### src/rtl/cpu_pkg.sv
// Shared CPU encodings: stack command opcodes, stack unit state encoding and
// the captured command payload. Reused by the CPU decoder.
package cpu_pkg;

   typedef enum logic [1:0] {
      OP_PUSH = 2'd0,
      OP_POP  = 2'd1,
      OP_CALL = 2'd2,
      OP_RET  = 2'd3
   } cmd_op_e;

   typedef enum logic [1:0] {
      IDLE  = 2'd0,
      WRITE = 2'd1,
      READ  = 2'd2,
      DONE  = 2'd3
   } stk_state_e;

   typedef struct packed {
      cmd_op_e    op;
      logic [7:0] data;
   } stk_cmd_t;

   // Bytes needed to hold one saved address of the given width.
   function automatic int unsigned addr_bytes(input int unsigned aw);
      return (aw + 7) / 8;
   endfunction

endpackage

### src/rtl/cpu_stack_unit.sv
// Byte-wide hardware stack for PUSH/POP/CALL/RET over a synchronous RAM.
// Define STACK_GUARD_EN to reject overflow/underflow; otherwise sp wraps.
module cpu_stack_unit
   import cpu_pkg::*;
#(
   parameter int unsigned           ADDR_WIDTH  = 9,
   parameter logic [ADDR_WIDTH-1:0] STACK_LIMIT = ADDR_WIDTH'(9'h100)
) (
   input  logic                  clk,
   input  logic                  rst,
   input  logic                  cmd_valid,
   input  logic [1:0]            cmd_op,
   output logic                  cmd_ready,
   input  logic [7:0]            wdata,
   input  logic [ADDR_WIDTH-1:0] call_pc,
   output logic [7:0]            rdata,
   output logic [ADDR_WIDTH-1:0] ret_pc,
   output logic                  done,
   output logic                  err,
   output logic [ADDR_WIDTH-1:0] sp,
   output logic [ADDR_WIDTH-1:0] c_raddr,
   output logic [ADDR_WIDTH-1:0] c_waddr,
   output logic [7:0]            dwrite,
   output logic                  write_en,
   input  logic [7:0]            dread
);

   localparam int unsigned NB = addr_bytes(ADDR_WIDTH);
   localparam int unsigned PW = 8 * NB;
   localparam int unsigned LW = PW - 8;
   localparam int unsigned EW = ADDR_WIDTH + 1;
   localparam int unsigned CW = 3;
`ifdef STACK_GUARD_EN
   localparam logic GUARD = 1'b1;
`else
   localparam logic GUARD = 1'b0;
`endif

   stk_state_e            state_q, state_d;
   logic [CW-1:0]         cnt_q, cnt_d, len_q, len_d;
   stk_cmd_t              cmd_q, cmd_d;
   logic                  rej_q, rej_d;
   logic [PW-1:0]         pc_q, pc_d;
   logic [LW-1:0]         lo_q, lo_d;
   logic [ADDR_WIDTH-1:0] sp_q, sp_d, raddr_q, raddr_d, waddr_q, waddr_d;
   logic [ADDR_WIDTH-1:0] ret_pc_q, ret_pc_d;
   logic [7:0]            dwrite_q, dwrite_d, rdata_q, rdata_d;
   logic                  wen_q, wen_d, done_q, done_d, err_q, err_d, ready_q, ready_d;

   cmd_op_e               op_c;
   logic                  is_wr_c;
   logic [CW-1:0]         len_c;
   logic [EW-1:0]         need_c;
   logic                  over_c, under_c;
   logic [7:0]            wbyte_c;

   // Command decode and stack-bound checks against the current sp.
   always_comb begin
      op_c    = cmd_op_e'(cmd_op);
      is_wr_c = (op_c == OP_PUSH) || (op_c == OP_CALL);
      len_c   = ((op_c == OP_CALL) || (op_c == OP_RET)) ? CW'(NB) : CW'(1);
      need_c  = EW'(len_c);
      over_c  = GUARD && ((EW'(sp_q) + EW'(1)) < (EW'(STACK_LIMIT) + need_c));
      under_c = GUARD && (EW'(~sp_q) < need_c);
   end

   // CALL bytes leave most significant first.
   always_comb begin
      wbyte_c = cmd_q.data;
      if (cmd_q.op == OP_CALL) begin
         for (int unsigned i = 0; i < NB; i++) begin
            if (cnt_q == CW'(NB - 1 - i)) wbyte_c = pc_q[8*i +: 8];
         end
      end
   end

   always_comb begin
      state_d  = state_q;
      cnt_d    = cnt_q;
      len_d    = len_q;
      cmd_d    = cmd_q;
      rej_d    = rej_q;
      pc_d     = pc_q;
      lo_d     = lo_q;
      sp_d     = sp_q;
      raddr_d  = raddr_q;
      waddr_d  = waddr_q;
      dwrite_d = dwrite_q;
      wen_d    = 1'b0;
      rdata_d  = rdata_q;
      ret_pc_d = ret_pc_q;
      case (state_q)
         IDLE: begin
            if (cmd_valid && ready_q) begin
               cmd_d   = '{op: op_c, data: wdata};
               pc_d    = PW'(call_pc);
               len_d   = len_c;
               cnt_d   = '0;
               state_d = is_wr_c ? WRITE : READ;
               rej_d   = is_wr_c ? over_c : under_c;
            end
         end
         WRITE: begin
            cnt_d = cnt_q + CW'(1);
            if (rej_q) begin
               if (cnt_q == CW'(1)) state_d = DONE;
            end else if (cnt_q < len_q) begin
               wen_d    = 1'b1;
               waddr_d  = sp_q;
               dwrite_d = wbyte_c;
               sp_d     = sp_q - ADDR_WIDTH'(1);
            end else begin
               state_d = DONE;
            end
         end
         READ: begin
            cnt_d = cnt_q + CW'(1);
            if (rej_q) begin
               if (cnt_q == CW'(1)) state_d = DONE;
            end else begin
               if (cnt_q < len_q) begin
                  raddr_d = sp_q + ADDR_WIDTH'(1);
                  sp_d    = sp_q + ADDR_WIDTH'(1);
               end
               // Read data lags the issued address by two cycles, LSB byte first.
               for (int unsigned i = 0; i < NB - 1; i++) begin
                  if (cnt_q == CW'(i + 2)) lo_d[8*i +: 8] = dread;
               end
               if (cnt_q == len_q + CW'(1)) begin
                  if (cmd_q.op == OP_POP) rdata_d = dread;
                  else                    ret_pc_d = ADDR_WIDTH'({dread, lo_q});
               end
               if (cnt_q == len_q + CW'(2)) state_d = DONE;
            end
         end
         DONE: begin
            state_d = IDLE;
            cnt_d   = '0;
         end
         default: state_d = IDLE;
      endcase
      done_d  = (state_d == DONE);
      err_d   = (state_d == DONE) && rej_q;
      ready_d = (state_d == IDLE);
   end

   always_ff @(posedge clk or negedge rst) begin
      if (!rst) begin
         state_q  <= IDLE;
         cnt_q    <= '0;
         len_q    <= '0;
         cmd_q    <= '0;
         rej_q    <= 1'b0;
         pc_q     <= '0;
         lo_q     <= '0;
         sp_q     <= '1;
         raddr_q  <= '0;
         waddr_q  <= '0;
         dwrite_q <= '0;
         wen_q    <= 1'b0;
         rdata_q  <= '0;
         ret_pc_q <= '0;
         done_q   <= 1'b0;
         err_q    <= 1'b0;
         ready_q  <= 1'b1;
      end else begin
         state_q  <= state_d;
         cnt_q    <= cnt_d;
         len_q    <= len_d;
         cmd_q    <= cmd_d;
         rej_q    <= rej_d;
         pc_q     <= pc_d;
         lo_q     <= lo_d;
         sp_q     <= sp_d;
         raddr_q  <= raddr_d;
         waddr_q  <= waddr_d;
         dwrite_q <= dwrite_d;
         wen_q    <= wen_d;
         rdata_q  <= rdata_d;
         ret_pc_q <= ret_pc_d;
         done_q   <= done_d;
         err_q    <= err_d;
         ready_q  <= ready_d;
      end
   end

   assign cmd_ready = ready_q;
   assign rdata     = rdata_q;
   assign ret_pc    = ret_pc_q;
   assign done      = done_q;
   assign err       = err_q;
   assign sp        = sp_q;
   assign c_raddr   = raddr_q;
   assign c_waddr   = waddr_q;
   assign dwrite    = dwrite_q;
   assign write_en  = wen_q;

endmodule

### config.mk
export PLATFORM = sky130hd
export DESIGN_NAME = cpu_stack_unit
export DESIGN_NICKNAME = d
export VERILOG_FILES = /design/src/rtl/cpu_pkg.sv /design/src/rtl/cpu_stack_unit.sv
export SDC_FILE = /design/constraint.sdc
export NUM_CORES = 1
export LEC_CHECK = 0
export ABC_AREA = 1
export BUFFER_PORTS_ARGS = -buffer_cell sky130_fd_sc_hd__buf_2
export CORE_UTILIZATION = 55
export DETAILED_ROUTE_END_ITERATION = 8
export PLACE_DENSITY = 0.83
export SETUP_SLACK_MARGIN = 0.15
export SLEW_MARGIN = 40
export SYNTH_ARGS = -nofsm -noshare
export SYNTH_HDL_FRONTEND = slang
export SYNTH_SLANG_ARGS = --single-unit
### constraint.sdc
create_clock -name clk -period 2.2 [get_ports clk]
set_input_delay 0.11 -clock clk [delete_from_list [all_inputs] [get_ports clk]]
set_output_delay 0.11 -clock clk [all_outputs]
set_load 0.05 [all_outputs]
# [Yosys cells after proc, flatten, opt, wreduce, memory -nomap -nowiden]
# Index checks and enable logic that the tools add are counted.
[word_totals] regBits=90 output_inout_bits=56 elab_cells=70
[op_classes] add_sub_neg=5 order_cmp=1 n_eq_ne=15 mux=16 bitwise_logic=1 n_reduce_logical=16
[op_table] operator="8-bit two-way mux" n=3
[op_table] operator="9-bit two-way mux" n=2
[op_table] operator="9-bit one-hot mux with 2 select lines" n=1
[op_table] operator="2-bit == test (second input constant)" n=6
[op_table] operator="2-bit two-way mux" n=5
[op_table] operator="9-bit by 1-bit adder with 9-bit output (second input constant)" n=1
[op_table] operator="3-bit one-hot mux with 3 select lines" n=1
[op_table] operator="3-bit AND reduction" n=3
[op_table] operator="9-bit by 1-bit subtractor with 9-bit output (second input constant)" n=1
[op_table] operator="2-bit one-hot mux with 4 select lines" n=1
[op_table] operator="2-bit AND reduction" n=4
[op_table] operator="3-bit by 1-bit adder with 3-bit output (second input constant)" n=2
[op_table] operator="3-bit == test" n=2
[op_table] operator="2-bit zero test" n=3
[op_table] operator="2-bit inequality test (second input constant)" n=3
[op_table] operator="2-bit by 1-bit == test with 1-bit output (second input constant)" n=2
[op_table] operator="3-bit by 2-bit adder with 3-bit output (second input constant)" n=1
[op_table] operator="3-bit by 1-bit == test with 1-bit output (second input constant)" n=1
[op_table] operator="3-bit by 2-bit == test with 1-bit output (second input constant)" n=1
[op_table] operator="3-bit zero test" n=1
[op_table] operator="3-bit less-than comparator" n=1
[op_table] operator="3-bit two-way mux" n=1
[op_table] operator="1-bit logical OR" n=2
[op_table] operator="1-bit two-way mux" n=2
[op_table] operator="4 further kinds" n=4

# [Logic depth before layout (Yosys ltp)]
# Gate-level depths: netlist of run 1.
[depth] depth_word=6 ltp_mapped=11 ltp_nobuf=11

# [Worst setup path before layout of run 1]
# OpenSTA, ideal clock, no wires.
[synth_timing] path_type="reg2reg" from="reg state_q[0]" to="reg rdata_q[6], in the netlist rdata[6]" arrival_time_ps=1527 required_time_ps=2081 setup_slack_ps=554 stages_incl_launch_ff=10 n_path_buf=2 period_less_slack_ps=1646 cell_sequence="dfrtp_1 > inv_1 > ha_1 > buf_6 > inv_4 > a211oi_4 > nand3_2 > buf_6 > nand2_2 > o21ai_2"
[synth_between] elab_chain_cells=2
[synth_rtl] element="start, declared" line="cpu_stack_unit.sv:39" rtl="stk_state_e state_q, state_d;"
[synth_rtl] element="start signal, assigned" line="cpu_stack_unit.sv:167" rtl="state_q <= state_d;"
[synth_rtl] element="2-bit == test" line="cpu_stack_unit.sv:92" rtl="case (state_q)"
[synth_rtl] element="3-bit AND reduction (no line)"
[synth_rtl] element="end signal, assigned" line="cpu_stack_unit.sv:179" rtl="rdata_q <= rdata_d;"
[synth_rtl] element="end, declared" line="cpu_stack_unit.sv:47" rtl="logic [7:0] dwrite_q, dwrite_d, rdata_q, rdata_d;"
# Every way passes these cells.
# A chain may end at the register's enable or synchronous reset.

# [Worst setup path after layout of run 1]
[layout_timing] from="reg state_q[0]" to="reg ret_pc_q[4], in the netlist ret_pc[4]"
[layout_between] elab_chain_cells=2
[layout_rtl] element="2-bit == test" line="cpu_stack_unit.sv:92"
[layout_rtl] element="3-bit AND reduction (no line)"
[layout_rtl] element="end signal, assigned" line="cpu_stack_unit.sv:180" rtl="ret_pc_q <= ret_pc_d;"
[layout_rtl] element="end, declared" line="cpu_stack_unit.sv:46" rtl="logic [ADDR_WIDTH-1:0] ret_pc_q, ret_pc_d;"
# Every way passes these cells.

==> summary.md, run 1 <==
| Metric | Value |
|---|---|
| Hold crit path type | input pin to register |
| Worst Setup End Kind | register |
| Synth Net Count | 537 |
| ANT nets after route | 0 |
| Post-synth top cells | nand2_1, dfrtp_1, inv_1 |
| Post-Syn Area | 4250 µm² |
| Max cap viols | 0 |
| WL per Instance | around 14 µm |
| Number of synthesized register bits | 89 |
| Area fraction of the dominant cell type after synthesis | 46.5% |
| Status | finished, final reports clean |
| Crit path buf inv count | 2 |
| Fraction of layout cells with a size suffix above 1 | 24.1% |
| Setup ws final | roughly 0.29 ns |
| Actual slew at the worst max-slew pin | between 0.5 and 0.6 ns |
| Num CTS Buffers | 9 |
| Post-CTS Setup Bufs | 0 |
| Total I/O pin count | 86 |
| CTS tree | done |
| RePlAce Congestion | between 0.9 and 1 |
| Final Setup Violations | 0 |
| Final HPWL DP | 6.62 mm |
| Critical path launch point type | register |
| Fin crit share | a little under 90% |
| Synth unique cells | 32 |
| CP Data Arrival Time | 2.17 ns |
| Core area | roughly 7400 µm² |
| CTS sink cnt | 89 |
| Area grow syn2layout | 22.0% |
| First-pass DRT Iterations | 6 |
| Tmin final | around 1.9 ns |
| Antenna Diode Count | 0 |
| Vias/cell | 5.28 |
| Delay-heaviest family, CP | simple AND/OR/NAND/NOR gates |
| Die Area | a little over 8000 µm² |
| Final hold violation count | 0 |
| Die height | 89.9 µm |
| Starting DRC count in detailed routing | 227 |
| Fin. max-slew vios | 0 |
| Worst skew pair latency | 0.37 ns |
| Syn Inst Count | 494 |
| Register area share after synthesis | 52.7% |
| Crit-path slowest cell | dfrtp_1 |
| Layout fillers | between 500 and 600 |
| H-tree lvl count | 3 |
| Crit path largest cell delay | 0.41 ns |
| Core Util, Final | 70.4% |
| Area leader, netlist | dfrtp_1 |
| Async set or reset register ratio after synthesis | 100% |
| Final cell count without fillers | around 700 |
| Worst clock skew | 0.00742 ns |
| Clock slew at reported path FFs | 0.09 ns |
| Largest net degree at the start of global routing | 49 |
| Crit path required time | 2.46 ns |
| Pre-CTS setup slack | 0.170 ns |
| Row cnt | 31 |
| Synth Flop Type | dfrtp_1 |
| Initial antenna violation count | 0 |
| CTS max path bufs | 2 |
| Die width | 89.9 µm |
| Syn Area/Cell | 8.61 µm² |
| Warnings, synthesis | 0 |
| Overflow after GRT | 0 |
| Most frequent cell after synthesis | nand2_1 |
| First-pass GRT wire length | between 15 and 20 mm |
| CP cell instances | inv_1, ha_1, inv_4, a211oi_4, nand3_4, nand2_1, o21ai_2 |
| Root Driver | clkbuf_8 |
| RSZ-0062 raised after global routing | true |
| CP max FO | 18 |
| Total track usage | a little over a quarter |
| Setup TNS | 0 ns |
| Input/output buffers | 84 |
| Via count | 3701 |
| DP Cell Count | 665 |
| WL final | approximately 10 mm |
| Vias in the first global route | 3607 |
| Number of synthesized flops with an enable pin | 0 |
| Fmax | 525 MHz |
| Slew HR | 64.4% |
| Final #Nets | 640 |
| Most area-consuming cells after synthesis | dfrtp_1, nand2_1, dfstp_2 |
| Initial core utilization | 57.7% |
| CP Class | register to register |
| DRC Markers | 0 |
sequential cells by signal, summed over array words and instances, names as in the netlist, 3 cells and up:
name,cells
c_waddr,9
lo_q,8
ret_pc,9
sp,9
cmd_q,10
dwrite,8
cnt_q,3
rdata,8
pc_q,9
c_raddr,9
worst reg2reg max path, cell delays in order, from the launching register on:
cell	delay, ns
dfrtp_1	0.41
inv_1	0.13
ha_1	0.30
inv_4	0.11
a211oi_4	0.34
nand3_4	0.28
nand2_1	0.17
o21ai_2	0.06
metal layers:
metal  track usage [%]  routed length (µm)  up-vias
met3              4.82                 614       33
li1                  -                   -     1770
met5                 0                   0        -
met4              13.6                 285        0
met1              33.6                4020     1737
met2              42.3                4800      161
cells by family after synthesis:
| logic type | share of synthesized area, % |
|---|---|
| other | 0.0882 |
| adder cells (fa/ha/maj) | 3.83 |
| buffers and inverters | 7.97 |
| flip-flops | 52.7 |
| XOR/XNOR | 1.44 |
| AND/OR/NAND/NOR | 21.4 |
| AO/OA/AOI/OAI | 12.6 |
timing repair:
| item | in CTS | in global routing |
|---|---|---|
| gates resized for setup | 0 | 1 |
| hold buffers | 20 | 0 |
| endpoints found under the hold margin | 55 | 0 |
| endpoints found under the setup margin | 0 | 8 |
cell usage in the layout (no fill, tap or decap), types with 6 or more instances in the layout:
master | synthesis | layout
o211ai_1 | 9 | 9
nand2_1 | 149 | 149
dfrtp_1 | 79 | 79
xor2_1 | 6 | 6
ha_1 | 13 | 13
o21ai_0 | 50 | 50
inv_1 | 59 | 59
dfstp_2 | 10 | 10
buf_2 | 7 | 83
clkbuf_8 | 0 | 9
o21ai_2 | 17 | 17
buf_4 | 1 | 6
dlygate4sd3_1 | 0 | 20
nor2_1 | 26 | 26
nand3_1 | 34 | 34
per-stage QoR:
step	cell area [µm²]	hold WS, ns
after floorplan	4250	-0.186
after global placement	4750	0.127
after detailed placement	4750	0.133
after CTS	5180	0.00260
after global routing	5180	0.0100
final	5180	0.00844
area by class of cell:
class | instances | area, µm² | area share, %
tap | 99 | 124 | 2.39
timing repair buffer | 110 | 681 | 13.1
sequential | 89 | 2240 | 43.2
multi-input combinational | 325 | 1680 | 32.4
clock inverter | 7 | 101 | 1.95
clock buffer | 9 | 124 | 2.39
inverter | 62 | 235 | 4.54
final timing paths:
kind                                        from                      to  slack (ns)  cells after the start
setup / recovery            state_q[0]$_DFF_PN0_   ret_pc[4]$_DFFE_PN0P_        0.29                      7
hold / removal                          dread[5]    rdata[5]$_DFFE_PN0P_       0.008                      3
setup reg to reg            state_q[0]$_DFF_PN0_   ret_pc[4]$_DFFE_PN0P_        0.29                      7
hold reg to reg            ret_pc[6]$_DFFE_PN0P_   ret_pc[6]$_DFFE_PN0P_        0.48                      2
max in group asynchronous                    rst     cmd_ready$_DFF_PN1_        1.24                      3
min in group asynchronous                    rst  c_waddr[5]$_DFFE_PN0P_        0.26                      2
Power of run 1 is left out: the tool's default activity adds up to more than one toggle a clock period on the data nets, which glitch-free logic cannot reach.
==> run 2, diff against run 1 <==
Settings changed: ABC_AREA 1 to 0, CORE_UTILIZATION 55 to 54, PLACE_DENSITY 0.83 to 0.82.
==> summary.md, run 2 <==
| Metric | Value |
|---|---|
| Status | finished, violations left (was finished, final reports clean) |
| Failing checks | design-rule violations |
| Setup ws final | 0.0149 ns (was 0.295 ns) |
| Post-synth top cells | dfrtp_1, nand2_1, mux2_2 (was nand2_1, dfrtp_1, inv_1) |
| Vias/cell | 5.29 (was 5.28) |
| VDD IR max | 0.999 mV |
| Mux contribution to synthesized area | 14.1% (was 0%) |
| Delay-heaviest family, CP | simple AND/OR/NAND/NOR gates (unchanged) |
| Hold crit path type | input pin to register (unchanged) |
| Number of synthesized flops with an enable pin | 0 (unchanged) |
| R2r startpoint | len_q[0]$_DFFE_PN0P_ (was state_q[0]$_DFF_PN0_) |
| Max reg flops | 10 (unchanged) |
| Crit path largest cell delay | 0.51 ns (was 0.41 ns) |
| Crit path buf inv count | 1 (was 2) |
| Adder-cell share of the synthesized area | 4.06% (was 3.83%) |
| Post-synthesis xor/xnor area fraction | 4.16% (was 1.44%) |
| Initial antenna violation count | 0 (unchanged) |
| Final hold violation count | 0 (unchanged) |
| Syn Inst Count | 346 (was 494) |
| Synth unique cells | 47 (was 32) |
| Tmin final | 2.19 ns (was 1.91 ns) |
| Synth Net Count | 389 (was 537) |
| Initial core utilization | 55.5% (was 57.7%) |
| Most frequent cell after synthesis | dfrtp_1 (was nand2_1) |
| Die width | 88.1 µm (was 89.9 µm) |
| Async set or reset register ratio after synthesis | 100% (unchanged) |
| Post-Syn Area | 4000 µm² (was 4250 µm²) |
| CP cell instances | ha_1, xor2_1, or4_4, nor3b_4, buf_12, mux2_2 (was inv_1, ha_1, inv_4, a211oi_4, nand3_4, nand2_1, o21ai_2) |
| Most flops, register | cmd_q (unchanged) |
| Crit path required time | 2.44 ns (was 2.46 ns) |
| Root Driver | clkbuf_8 (unchanged) |
| Syn Area/Cell | 11.6 µm² (was 8.61 µm²) |
| Final #Nets | 515 (was 640) |
| Final Setup Violations | 0 (unchanged) |
| Area fraction of the dominant cell type after synthesis | 49.4% (was 46.5%) |
| Fin crit share | 99.3% (was 86.6%) |
| Commonest cells after routing, fill and taps aside | buf_2, dfrtp_1, nand2_1, mux2_2, dlygate4sd3_1 (was nand2_1, buf_2, dfrtp_1, inv_1, o21ai_0) |
| CP max FO | 8 (was 18) |
| Overflow after GRT | 0 (unchanged) |
| Worst skew pair latency | 0.36 ns (was 0.37 ns) |
| Total track usage | 23.6% (was 26.1%) |
| DRC Markers | 2 (was 0) |
| CTS max path bufs | 2 (unchanged) |
| Register area share after synthesis | 56.0% (was 52.7%) |
| Total I/O pin count | 86 (unchanged) |
| Crit-path slowest cell | or4_4 (was dfrtp_1) |
| CP Depth | 6 (was 7) |
| Area grow syn2layout | 30.3% (was 22.0%) |
| Cell leakage power | 0.00249 µW |
| CTS sink cnt | 89 (unchanged) |
| Hold path depth | 2 (was 3) |
| Core Util, Final | 72.3% (was 70.4%) |
| ANT nets after route | 0 (unchanged) |
| Critical path launch point type | register (unchanged) |
| Worst flop-to-flop path endpoint | rdata[3]$_DFFE_PN0P_ (was ret_pc[4]$_DFFE_PN0P_) |
| RSZ-0062 raised after global routing | true (unchanged) |
| Area leader, netlist | dfrtp_1 (unchanged) |
| Fmax | 458 MHz (was 525 MHz) |
| Die Area | 7760 µm² (was 8090 µm²) |
| Hold Startpoint | call_pc[4] (was dread[5]) |
| Fin. max-slew vios | 0 (unchanged) |
| Most area-consuming cells after synthesis | dfrtp_1, mux2_2, dfstp_2 (was dfrtp_1, nand2_1, dfstp_2) |
| Largest net degree at the start of global routing | 49 (unchanged) |
| Antenna Diode Count | 0 (unchanged) |
| Worst Hold End | pc_q[4]$_DFFE_PN0P_ (was rdata[5]$_DFFE_PN0P_) |
| H-tree lvl count | 3 (unchanged) |
| Pre-CTS setup slack | 0.00461 ns (was 0.170 ns) |
| Worst Setup End Kind | register (unchanged) |
| CP Data Arrival Time | 2.42 ns (was 2.17 ns) |
| Worst clock skew | 0.0119 ns (was 0.00742 ns) |
| Starting DRC count in detailed routing | 144 (was 227) |
| Num CTS Buffers | 9 (unchanged) |
| Warnings, synthesis | 0 (unchanged) |
| Max cap viols | 0 (unchanged) |
| Final HPWL DP | 5.87 mm (was 6.62 mm) |
| Input/output buffers | 84 (unchanged) |
| Compound-Gate Fraction of Synth Area | 6.06% (was 12.6%) |
| CTS tree | done (unchanged) |
| Die height | 88.1 µm (was 89.9 µm) |
| CP Class | register to register (unchanged) |
| First-pass GRT wire length | 13.9 mm (was 16.7 mm) |
| First-pass DRT Iterations | 6 (unchanged) |
| Largest family of logic cells by synthesized area | multiplexers (was simple AND/OR/NAND/NOR gates) |
| Row cnt | 31 (unchanged) |
| Clock slew at reported path FFs | 0.09 ns (about the same) |
| WL per Instance | 15.2 µm (was 13.9 µm) |
| Simple-Gate Fraction of Synth Area | 12.8% (was 21.4%) |
| Reg2reg path depth | 6 (was 7) |
| Synth Flop Type | dfrtp_1 (unchanged) |
| Via count | 3048 (was 3701) |
| RePlAce Congestion | 0.841 (was 0.907) |
| FF-to-FF setup slack | 0.01 ns (was 0.29 ns) |
| WL final | 8.76 mm (was 9.72 mm) |
| Power Dens Cells | 1680 nW/µm² |
| Fraction of layout cells with a size suffix above 1 | 40.7% (was 24.1%) |
| Most common cell after layout, fill and taps aside | buf_2 (was nand2_1) |
| Core area | 7210 µm² (was 7370 µm²) |
| Number of synthesized register bits | 89 (unchanged) |
| Vias in the first global route | 3071 (was 3607) |
## run 2: cell count changes after synthesis, moves of 7 or more
cell      before  now
nor2_1        26    9
o21ai_2       17    0
mux2_2         0   44
mux2i_1        0    7
nand2_1      149   57
o21ai_0       50   27
inv_1         59   11
nand3_1       34    7
xnor2_1        1    9
o211ai_1       9    1
## run 2: how the worst max path moves through the flow
stage,start,to
CTS,len_q[0]$_DFFE_PN0P_,rdata[4]$_DFFE_PN0P_
finish,len_q[0]$_DFFE_PN0P_,rdata[3]$_DFFE_PN0P_
detailed placement,len_q[0]$_DFFE_PN0P_,rdata[1]$_DFFE_PN0P_
global placement,len_q[0]$_DFFE_PN0P_,rdata[5]$_DFFE_PN0P_
global route,len_q[0]$_DFFE_PN0P_,rdata[3]$_DFFE_PN0P_
floorplan,len_q[1]$_DFFE_PN0P_,rdata[0]$_DFFE_PN0P_
## run 2: worst reg2reg max path, delay by kind of cell (launching register included)
kind	cells	cell delay (ns)
xor+xnor	1	0.15
fa+ha+maj	1	0.31
buf+inv	1	0.15
flops	1	0.40
mux	1	0.33
simple gates	2	0.73
## run 2: cell families (layout without fill, tap and decap cells)
logic type               Yosys count  count (layout)
AND/OR/NAND/NOR                  104             104
flip-flops                        89              89
multiplexers                      51              51
AO/OA/AOI/OAI                     42              42
buffers and inverters             27             158
XOR/XNOR                          19              19
adder cells (fa/ha/maj)           13              13
other                              1               1
## run 2: timing repair
action / in CTS / in global routing
hold buffers: 24 / 0
buffers inserted: 1 / 1
endpoints found under the hold margin: 108 / 0
cloned: 0 / 1
pin swaps: 0 / 5
resized for setup: 5 / 26
setup endpoints to repair: 25 / 43
## run 2: metal layers
layer	vias up	wire length (µm)	part of all wire [%]	global-route usage [%]
met5	-	0	0	0
met1	1489	3640	42	29.2
li1	1447	-	-	-
met3	14	386	4.4	5.00
met2	98	4620	53	40.9
met4	0	110	1.3	8.36
## run 2: per-stage QoR
| stage | instances | power (µW) | hold WS (ns) | setup TNS, ns | instance area [µm²] |
|---|---|---|---|---|---|
| after floorplan | 346 | 6260 | -0.186 | 0 | 4010 |
| after global placement | 533 | 7260 | -0.000776 | 0 | 4680 |
| after detailed placement | 533 | 7450 | 0.00322 | 0 | 4680 |
| after CTS | 574 | 8540 | 0.00554 | 0 | 5110 |
| after global routing | 576 | 9330 | 0.00520 | -0.198 | 5220 |
| final | 576 | 8760 | 0.0167 | 0 | 5220 |
## run 2: layout make-up
cell class              instances  area, µm²
repair buffers                130        900
inverters                      12       50.0
flip-flops and latches         89       2240
clock buffers                  10        128
fillers                       548       2000
multi-input cells             230       1720
clock inverters                 6       51.3
well taps                      99        124
## run 2: power by group
part | internal, µW | total (µW) | switching, µW | leakage, µW
Combinational | 1650 | 4700 | 3040 | 0.00131
Clock | 427 | 1030 | 604 | 0.0000927
Sequential | 2470 | 3040 | 568 | 0.00108
No activity file was read; power rests on OpenSTA's default activity.
